### config.mk
export PLATFORM = sky130hd
export DESIGN_NAME = memory_burst_reader
export DESIGN_NICKNAME = d
export VERILOG_FILES = /design/src/rtl/nts_memory_pkg.sv /design/src/rtl/memory_read_fifo.sv /design/src/rtl/memory_burst_reader.sv
export SDC_FILE = /design/constraint.sdc
export NUM_CORES = 1
export LEC_CHECK = 0
export BUFFER_PORTS_ARGS = -buffer_cell sky130_fd_sc_hd__buf_2
export CAP_MARGIN = 0
export CORE_MARGIN = 2
export CORE_UTILIZATION = 60
export DETAILED_ROUTE_END_ITERATION = 7
export PLACE_DENSITY = 0.83
export REMOVE_ABC_BUFFERS = 1
export SLEW_MARGIN = 20
export SYNTH_ARGS = -nofsm -noshare
export SYNTH_HDL_FRONTEND = slang
export SYNTH_HIERARCHICAL = 1
export SYNTH_SLANG_ARGS = --single-unit
### constraint.sdc
create_clock -name i_clk -period 3.4 [get_ports i_clk]
set_input_delay 0.68 -clock i_clk [delete_from_list [all_inputs] [get_ports i_clk]]
set_output_delay 0.68 -clock i_clk [all_outputs]
set_load 0.02 [all_outputs]
### src/rtl/nts_memory_pkg.sv
// Shared types and helpers for the 64-bit-word BRAM read and write paths.
package nts_memory_pkg;

  typedef enum logic [2:0] {
    ST_IDLE  = 3'd0,
    ST_FETCH = 3'd1,
    ST_DRAIN = 3'd2,
    ST_ERROR = 3'd7
  } rd_state_t;

  localparam int RD_FIFO_DEPTH = 2;

  // Joins the tail of the previous word with the head of the current one, so the
  // output starts at byte offset lo of the previous word (byte 0 in [63:56]).
  function automatic logic [63:0] merge_lanes(input logic [63:0] prev,
                                              input logic [63:0] data,
                                              input logic [2:0]  lo);
    logic [6:0] sh;
    if (lo == 3'd0) return data;
    sh = {1'b0, lo, 3'b000};
    return (prev << sh) | (data >> (7'd64 - sh));
  endfunction

endpackage

### src/rtl/memory_read_fifo.sv
// Two-entry first-word-fall-through FIFO carrying {last, data} toward the stream output.
module memory_read_fifo
  import nts_memory_pkg::*;
(
  input  logic        i_clk,
  input  logic        i_areset_n,
  input  logic        i_push,
  input  logic [64:0] i_push_data,
  input  logic        i_ready,
  output logic        o_valid,
  output logic [64:0] o_data,
  output logic [1:0]  o_count
);

  logic [64:0] mem_q [RD_FIFO_DEPTH];
  logic        wr_ptr_q;
  logic        rd_ptr_q;
  logic [1:0]  count_q;
  logic        pop;
  logic        push_ok;

  assign pop     = o_valid && i_ready;
  assign push_ok = i_push && ((count_q != 2'(RD_FIFO_DEPTH)) || pop);

  // NOTE: the two entries are reset so the stream output reads 0 after reset;
  // a deep RAM-backed FIFO would leave its storage unreset.
  always_ff @(posedge i_clk or negedge i_areset_n) begin
    if (!i_areset_n) begin
      for (int i = 0; i < RD_FIFO_DEPTH; i++) mem_q[i] <= '0;
      wr_ptr_q <= 1'b0;
      rd_ptr_q <= 1'b0;
      count_q  <= 2'd0;
    end else begin
      // NOTE: non-blocking assignments keep every register sampling pre-edge values.
      if (push_ok) begin
        mem_q[wr_ptr_q] <= i_push_data;
        wr_ptr_q        <= ~wr_ptr_q;
      end
      if (pop) rd_ptr_q <= ~rd_ptr_q;
      count_q <= count_q + 2'(push_ok) - 2'(pop);
    end
  end

  assign o_valid = (count_q != 2'd0);
  assign o_data  = mem_q[rd_ptr_q];
  assign o_count = count_q;

endmodule

### src/rtl/memory_burst_reader.sv
// Burst reader: fetches consecutive 64-bit RAM words, realigns to a byte offset, streams them out.
// Optional start-time range check enabled by MEMORY_BURST_READER_BOUNDS_CHECK_EN.
module memory_burst_reader
  import nts_memory_pkg::*;
#(
  parameter int ADDR_WIDTH = 8,
  parameter int LEN_WIDTH  = 8
) (
  input  logic                  i_clk,
  input  logic                  i_areset_n,
  input  logic                  i_start,
  input  logic [ADDR_WIDTH-1:0] i_addr_hi,
  input  logic [2:0]            i_addr_lo,
  input  logic [LEN_WIDTH-1:0]  i_length,
  output logic                  o_busy,
  output logic                  o_error,
  output logic                  o_ram_en,
  output logic [ADDR_WIDTH-1:0] o_ram_addr,
  input  logic [63:0]           i_ram_data,
  output logic                  o_valid,
  input  logic                  i_ready,
  output logic [63:0]           o_data,
  output logic                  o_last
);

  localparam int CW = LEN_WIDTH + 1;

  rd_state_t             state_q, state_d;
  logic [ADDR_WIDTH-1:0] addr_q;
  logic [2:0]            lo_q;
  logic [LEN_WIDTH-1:0]  len_q;
  logic [CW-1:0]         fetch_q, issued_q, pushed_q;
  logic [CW-1:0]         fetch_cnt;
  logic                  rd_pending_q, first_q;
  logic [63:0]           prev_q;
  logic [1:0]            fifo_count;
  logic [64:0]           fifo_data;
  logic [2:0]            occupancy;
  logic                  pop_now, issue, push, prime, bounds_err, start_go;

  assign fetch_cnt = CW'(i_length) + CW'(i_addr_lo != 3'd0);

`ifdef MEMORY_BURST_READER_BOUNDS_CHECK_EN
  localparam int EW = ADDR_WIDTH + CW + 1;
  logic [EW-1:0] end_addr;
  assign end_addr   = EW'(i_addr_hi) + EW'(fetch_cnt) - EW'(1);
  assign bounds_err = end_addr > EW'((1 << ADDR_WIDTH) - 1);
  assign o_error    = (state_q == ST_ERROR);
`else
  assign bounds_err = 1'b0;
  assign o_error    = 1'b0;
`endif

  // Words committed downstream: queued, about to return, minus the one leaving now.
  assign pop_now   = o_valid && i_ready;
  assign occupancy = {1'b0, fifo_count} + {2'b00, rd_pending_q} - {2'b00, pop_now};
  assign issue     = (state_q == ST_FETCH) && (occupancy < 3'd2);
  assign prime     = first_q && (lo_q != 3'd0);
  assign push      = rd_pending_q && !prime;
  assign start_go  = (state_q == ST_IDLE) && i_start && (i_length != '0) && !bounds_err;

  always_comb begin
    // NOTE: default first so every path assigns state_d and no latch is inferred.
    state_d = state_q;
    unique case (state_q)
      ST_IDLE:  if (i_start && i_length != '0) state_d = bounds_err ? ST_ERROR : ST_FETCH;
      ST_FETCH: if (issue && (issued_q + CW'(1) == fetch_q)) state_d = ST_DRAIN;
      ST_DRAIN: if (!rd_pending_q && fifo_count == 2'd0) state_d = ST_IDLE;
      ST_ERROR: state_d = ST_IDLE;
      default:  state_d = ST_IDLE;
    endcase
  end

  always_ff @(posedge i_clk or negedge i_areset_n) begin
    if (!i_areset_n) begin
      state_q      <= ST_IDLE;
      addr_q       <= '0;
      lo_q         <= '0;
      len_q        <= '0;
      fetch_q      <= '0;
      issued_q     <= '0;
      pushed_q     <= '0;
      rd_pending_q <= 1'b0;
      first_q      <= 1'b0;
      prev_q       <= '0;
    end else begin
      state_q      <= state_d;
      rd_pending_q <= issue;
      if (start_go) begin
        addr_q   <= i_addr_hi;
        lo_q     <= i_addr_lo;
        len_q    <= i_length;
        fetch_q  <= fetch_cnt;
        issued_q <= '0;
        pushed_q <= '0;
        first_q  <= 1'b1;
      end
      if (issue) begin
        addr_q   <= addr_q + 1'b1;
        issued_q <= issued_q + CW'(1);
      end
      if (rd_pending_q) begin
        first_q <= 1'b0;
        prev_q  <= i_ram_data;
      end
      if (push) pushed_q <= pushed_q + CW'(1);
    end
  end

  memory_read_fifo u_fifo (
    .i_clk       (i_clk),
    .i_areset_n  (i_areset_n),
    .i_push      (push),
    .i_push_data ({(pushed_q + CW'(1)) == CW'(len_q), merge_lanes(prev_q, i_ram_data, lo_q)}),
    .i_ready     (i_ready),
    .o_valid     (o_valid),
    .o_data      (fifo_data),
    .o_count     (fifo_count)
  );

  assign o_busy     = (state_q != ST_IDLE);
  assign o_ram_en   = issue;
  assign o_ram_addr = addr_q;
  assign o_data     = fifo_data[63:0];
  assign o_last     = o_valid && fifo_data[64];

endmodule

==> results of run 1 <==
placed cells by master (no fill, tap or decap), types with 39 or more instances in the layout:
master,synthesis,layout
a21oi_1,44,44
buf_2,23,160
buf_4,14,39
dfrtp_1,248,242
mux2_2,248,248
mux2i_1,64,64
mux4_2,40,40
nand2_1,168,168
nor2_1,50,49
o21ai_0,71,71
what timing repair did:
item,in CTS,in global routing
pin swaps,2,5
gates resized for setup,5,9
endpoints found under the setup margin,1,3
buffers inserted,6,0
how the worst max path moves through the flow:
stage,depth (start not counted),endpoint,start,slack [ns]
after floorplan,8,u_fifo/mem_q[110]$_DFFE_PN0P_,lo_q[0]$_DFFE_PN0P_,-5.37
after global placement,9,o_ram_en,i_ready,0.46
after detailed placement,11,state_q[0]$_DFFE_PN0P_,u_fifo/o_count[1]$_DFF_PN0_,0.39
after CTS,8,o_ram_en,u_fifo/o_count[1]$_DFF_PN0_,0.03
after global routing,9,o_ram_en,u_fifo/o_count[1]$_DFF_PN0_,-0.04
final,9,o_ram_en,u_fifo/o_count[1]$_DFF_PN0_,-0.007
metrics by stage:
step	TNS (ns)	power, uW	std cells
6_report	-0.00733	21700	1878
5_1_grt	-0.0388	22900	1877
4_1_cts	0	21500	1876
3_5_place_dp	0	18300	1820
3_3_place_gp	0	17900	1820
2_1_floorplan	-750.71	14700	1289
worst reg2reg max path, delay by kind of cell (launching register included):
family          cells  cell delay [ns]
xor+xnor            1             0.23
flops               1             0.41
simple gates        6             1.17
compound gates      1             0.18
buf+inv             4             0.59
fa+ha+maj           2             0.63
power by group:
| group | internal (uW) | switching, uW | leakage [uW] | total, uW |
|---|---|---|---|---|
| registers | 4410 | 1110 | 0.00295 | 5520 |
| clock network | 1660 | 1250 | 0.000433 | 2910 |
| logic | 6060 | 7240 | 0.00414 | 13300 |
| total | 12100 | 9600 | 0.00752 | 21700 |
final cells by class:
type | count | area [um^2] | area share
multi-input cells | 1004 | 8630 | 0.493
flip-flops and latches | 248 | 6220 | 0.355
repair buffers | 206 | 1220 | 0.0697
clock buffers | 37 | 766 | 0.0438
inverters | 37 | 139 | 0.00794
clock inverters | 13 | 106 | 0.00608
well taps | 330 | 413 | 0.0236
diodes | 3 | 7.51 | 0.000429
state kept, by name, summed over array words and instances (netlist names), 2 cells and up:
register        flops
u_fifo/mem_q      130
pushed_q            9
issued_q            9
prev_q             64
len_q               8
lo_q                3
o_ram_addr          8
state_q             2
fetch_q             9
u_fifo/o_count      2
logic make-up (layout without fill, tap and decap cells):
| logic type | Yosys count | count (layout) |
|---|---|---|
| multiplexers | 378 | 378 |
| buffers and inverters | 140 | 293 |
| flip-flops | 248 | 248 |
| adder cells (fa/ha/maj) | 11 | 11 |
| other | 1 | 4 |
| AO/OA/AOI/OAI | 269 | 269 |
| AND/OR/NAND/NOR | 310 | 310 |
| XOR/XNOR | 35 | 35 |
layer usage:
layer / vias up / part of all wire / track usage
li1: 5414 / - / -
met1: 6055 / 0.40 / 0.409
met2: 727 / 0.48 / 0.481
met3: 138 / 0.089 / 0.0560
met4: 0 / 0.037 / 0.116
met5: - / 0 / 0
==> flow_summary_export.csv, run 1 <==
group,metric,value,unit
outcome,status,"complete, but fails checks",
outcome,violations,"negative setup slack",
placed_design,dp_hpwl,27.5,mm
global_routing,grt_pass1_wl,64.7,mm
synthesis,synth-seq-area-share,0.399,
sta,slew_violations,0,
setup_path,path_class,"flop to output port",
setup_path,cp_top_family,"simple AND/OR/NAND/NOR gates",
setup_path,reg2regPathDepth,14,
synthesis,synth_top_family_by_area,"multiplexers",
setup_path,crit_chain,"or2_4 -> and2_4 -> ha_4 -> nand2b_4 -> fa_2 -> xnor2_2 -> nand3_2 -> inv_2 -> buf_6",
floorplanning,rows,58,
layout,syn2layout_area_growth,12.5,%
layout,drive_above_1_share,0.381,
synthesis,synth_cells,1392,
layout,fin_nets,1623,
clock_tree,clk_latency,0.55,ns
setup_path,required,2.72,ns
floorplanning,start_util,0.614,
floorplanning,die-area,27200,um^2
floorplanning,die-width,165,um
setup_path,cp_slowest_cell,"dfrtp_2",
floorplanning,die_height,165,um
synthesis,synth.area.mux_share,0.312,
clock_tree,clock_sinks,248,
route,drt_iter0_markers,1435,
route,vias,12334,
placed_design,port_buffers,162,
synthesis,synth.ff_latch_count,248,
synthesis,synthArstFlopShare,1.00,
synthesis,synth-adder-area-share,0.00933,
setup_path,cp.buffers_inverters,2,
synthesis,syn_area,15600,um^2
clock_tree,cts-root-buf,"clkbuf_16",
setup_path,cp_slowest_stage_delay,0.41,ns
clock_tree,cts_buffers,28,
placed_design,dp_slack,0.387,ns
global_routing,grt_use_total,0.301,
placed_design,dpl_cell_area,16500,um^2
global_routing,grt_max_degree,87,
flow_run,cap_violations,0,
sta,setup_viol,1,
setup_path,cp.arrival,2.73,ns
route,vias_per_cell,6.57,
power,ir_worst_vdd,804,uV
sta,worst_slack,-0.00733,ns
route,firstDrtPassIters,6,
global_routing,grt_antenna_before_repair,3,
clock_tree,path_clk_slew,0.07,ns
sta,tightest_slew,0.971,ns
synthesis,synthXorXnorAreaFrac,0.0197,
synthesis,synth_area_per_cell,11.2,um^2
power,p_leak,0.00752,uW
sta,max_slew_margin,0.350,
synthesis,synth_warnings,6,
route,ant_nets,0,
global_routing,first_global_vias,12187,
floorplanning,core_area,25300,um^2
clock_tree,htree_num_levels,1,
setup_path,r2r_slack,0.08,ns
setup_path,worst_r2r_endpoint,"state_q[0]$_DFFE_PN0P_",
floorplanning,io-pin-count,164,
placed_design,globalplace.congestion,0.912,
route,post_drt_wl_per_cell,22.1,um
setup_path,crit_fanout,4,
synthesis,yosysTopAreaCell,"dfrtp_1",
route,drc_errors,0,
synthesis,yosys-top-cells-count,"248 x dfrtp_1, 248 x mux2_2, 168 x nand2_1",
layout,utilization,0.691,
route,wl,41.5,mm
clock_tree,clock_path_buffers,3,
sta,post-route-min-period,3.41,ns
synthesis,synth.area.top_cells,"dfrtp_1 40%, mux2_2 18%, mux4_2 5.8%",
sta,finalHoldViolCount,0,
synthesis,synth_edf_count,0,
power,power_density,1240,nW/um^2
layout,postLayoutCellArea,17500,um^2
synthesis,ys.flop_type,"dfrtp_1",
synthesis,synth.distinct_cells,84,
layout,fillerInstances,1806,
sta,clock_skew,0.0105,ns
clock_tree,hold_buffers,0,
setup_path,cp-start-kind,"flop",
sta,timing.fmax,293,MHz
worst_hold_path,hold_path.class,"input pin to async pin",
synthesis,synth_top_area_frac,0.399,
setup_path,r2r-start,"u_fifo/o_count[1]$_DFF_PN0_",
global_routing,grt_remaining_overflow,0,
clock_tree,tritoncts,"yes",
setup_path,end_kind,"output port",
synthesis,synth_simple_gate_area_frac,0.0937,
sta,fin_crit_sh,1.00,
synthesis,synth-compound-area-share,0.116,
sta,hold_ws,0.0627,ns
(Power assumes the default switching activity.)
==> run 2: changes to the inputs <==
--- a/config.mk
+++ b/config.mk
@@ -8,9 +8,9 @@
 export BUFFER_PORTS_ARGS = -buffer_cell sky130_fd_sc_hd__buf_2
 export CAP_MARGIN = 0
 export CORE_MARGIN = 2
-export CORE_UTILIZATION = 60
+export CORE_UTILIZATION = 54
 export DETAILED_ROUTE_END_ITERATION = 7
-export PLACE_DENSITY = 0.83
+export PLACE_DENSITY = 0.79
 export REMOVE_ABC_BUFFERS = 1
 export SLEW_MARGIN = 20
 export SYNTH_ARGS = -nofsm -noshare
==> constraint.sdc (replaced) <==
create_clock -name i_clk -period 2.9 [get_ports i_clk]
set_input_delay 0.58 -clock i_clk [delete_from_list [all_inputs] [get_ports i_clk]]
set_output_delay 0.58 -clock i_clk [all_outputs]
set_load 0.02 [all_outputs]
==> run 2 against run 1 <==
Net effect: the run still ends with negative setup slack left; critical path depth fell by 1; cell count rose by 4.7%; worst hold slack improved by 0.20 ns; clock skew fell by 0.00055 ns; first-iteration DRC count fell by 20%; sequential power rose by 18%; combinational power rose by 23%; final area rose by 3.1%; via count rose by 0.65%; critical path type unchanged; largest cell class unchanged; highest routed layer is now met5.
==> flow_summary_export.csv, run 2 (same netlist as run 1, synthesis figures left out) <==
group,metric,value,unit
floorplanning,rows,62,
route,wl_met3,3.43,mm
clock_tree,clock_sinks,248,
setup_path,cp_slowest_cell,"fa_2",
layout,regMostFlops,"u_fifo/mem_q",
placed_design,dpl_cell_area,16800,um^2
layout,fin_nets,1651,
clock_tree,path_clk_slew,0.06,ns
route,vias,12414,
setup_path,path_depth,8,
route,ant_nets,0,
sta,fin_crit_sh,1.06,
setup_path,path_class,"flop to output port",
sta,rsz0062_at_grt,"true",
route,maxUsedRoutingLayer,"met5",
clock_tree,tritoncts,"yes",
flow_run,cap_violations,0,
global_routing,first_global_vias,12554,
setup_path,reg2regPathDepth,9,
power,ir_worst_vdd,970,uV
route,met2_length,20.5,mm
global_routing,grt_pass1_wl,67.9,mm
setup_path,end_kind,"output port",
floorplanning,die-width,174,um
setup_path,cp.arrival,2.49,ns
layout,final_cell_mix,"248 x mux2_2, 244 x dfrtp_1, 167 x nand2_1, 160 x buf_2, 66 x o21ai_0",
outcome,violations,"negative setup slack",
sta,finalSetupTns,-0.171,ns
sta,max_slew_margin,0.324,
power,power_density,1480,nW/um^2
worst_hold_path,hold_path.class,"input pin to flop",
setup_path,cp-start-kind,"flop",
clock_tree,clk_latency,0.55,ns
route,post_drt_wl_per_cell,21.8,um
clock_tree,htree_num_levels,1,
placed_design,dp_slack,-0.00737,ns
floorplanning,io-pin-count,164,
setup_path,cp.buffers_inverters,2,
sta,setup_viol,1,
layout,fin_cells,1966,
layout,utilization,0.632,
clock_tree,clock_path_buffers,3,
layout,postLayoutCellArea,18000,um^2
route,wl,42.8,mm
global_routing,grt_antenna_before_repair,10,
global_routing,grt_max_degree,87,
route,drc_errors,0,
sta,clock_skew,0.00993,ns
clock_tree,cts_buffers,28,
sta,timing.fmax,326,MHz
outcome,status,"complete, but fails checks",
worst_hold_path,whs_path_depth,3,
layout,drive_above_1_share,0.396,
setup_path,cp_top_family,"adder cells",
layout,syn2layout_area_growth,15.9,%
global_routing,grt_remaining_overflow,0,
route,drt_iter0_markers,1148,
sta,finalHoldViolCount,0,
global_routing,grt_use_total,0.278,
sta,tightest_slew,1.01,ns
placed_design,port_buffers,162,
floorplanning,die-area,30200,um^2
route,firstDrtPassIters,6,
layout,largest_register_ffs,130,
setup_path,cp_slowest_stage_delay,0.54,ns
layout,fillerInstances,2209,
layout,layout_commonest_cell,"mux2_2",
placed_design,placed_cells,1898,
sta,post-route-min-period,3.07,ns
placed_design,globalplace.congestion,0.918,
route,wl_met1,17.3,mm
clock_tree,cts-root-buf,"clkbuf_16",
placed_design,dp_hpwl,28.7,mm
layout,reg.largest.list,"u_fifo/mem_q x130, prev_q x64",
route,vias_per_cell,6.31,
floorplanning,core_area,28500,um^2
floorplanning,die_height,174,um
power,p_leak,0.00774,uW
setup_path,required,2.32,ns
sta,worst_slack,-0.171,ns
setup_path,crit_chain,"or2_4 -> and2_4 -> ha_4 -> nand2b_4 -> fa_2 -> nand3_2 -> inv_2 -> buf_6",
sta,slew_violations,0,
floorplanning,start_util,0.545,
setup_path,crit_fanout,2,
run 2: report_power, final:
group | switching (uW) | leakage, uW | internal [uW]
Sequential | 1360 | 0.00295 | 5170
Clock | 1490 | 0.000463 | 2220
Combinational | 8740 | 0.00433 | 7710
run 2: repair_timing:
item                                    4_1_cts  5_1_grt
gates resized for setup                      16       15
setup buffers                                 8        2
hold buffers                                  1        0
cloned                                        0        1
pin swaps                                     8        7
hold endpoints to repair                     31        0
endpoints found under the setup margin        1       23
run 2: final timing paths:
path                                               from                           end  slack, ns
setup / recovery            u_fifo/o_count[0]$_DFF_PN0_                      o_ram_en      -0.17
hold / removal                             i_addr_lo[2]           lo_q[2]$_DFFE_PN0P_       0.27
setup reg to reg                    lo_q[1]$_DFFE_PN0P_  u_fifo/mem_q[55]$_DFFE_PN0P_       0.04
hold reg to reg            u_fifo/mem_q[37]$_DFFE_PN0P_  u_fifo/mem_q[37]$_DFFE_PN0P_       0.49
max in group asynchronous                    i_areset_n        prev_q[43]$_DFFE_PN0P_       1.66
min in group asynchronous                    i_areset_n       issued_q[6]$_DFFE_PN0P_       0.50
run 2: per-layer routing:
layer | global-route usage | vias up
met5 | 0 | -
met4 | 0.101 | 6
met3 | 0.0507 | 118
met2 | 0.457 | 590
met1 | 0.371 | 6223
li1 | - | 5477
run 2: area by class of cell:
type                    count  area (um^2)  area share
well taps                 384          480      0.0266
repair buffers            234         1550      0.0859
clock buffers              40          817      0.0453
diodes                      7         17.5    0.000971
clock inverters            12          149     0.00825
multi-input cells        1004         8670       0.481
flip-flops and latches    248         6210       0.344
inverters                  37          139     0.00770
run 2: worst register-to-register path, cell delays in order, from the launching register on:
cell and delay (ns):
dfrtp_2 0.39, clkinv_1 0.14, ha_4 0.39, buf_8 0.21, or3_1 0.40, o21ai_2 0.67, nand2_1 0.10, o21ai_0 0.18
nand2_1 0.11, o2bb2ai_1 0.18
run 2: stage by stage:
stage | total power [uW] | hold slack, ns
CTS | 26200 | 0.257
finish | 26700 | 0.266
floorplan | 17100 | 0.284
global route | 28200 | 0.281
detailed placement | 22100 | 0.474
global placement | 21500 | 0.468
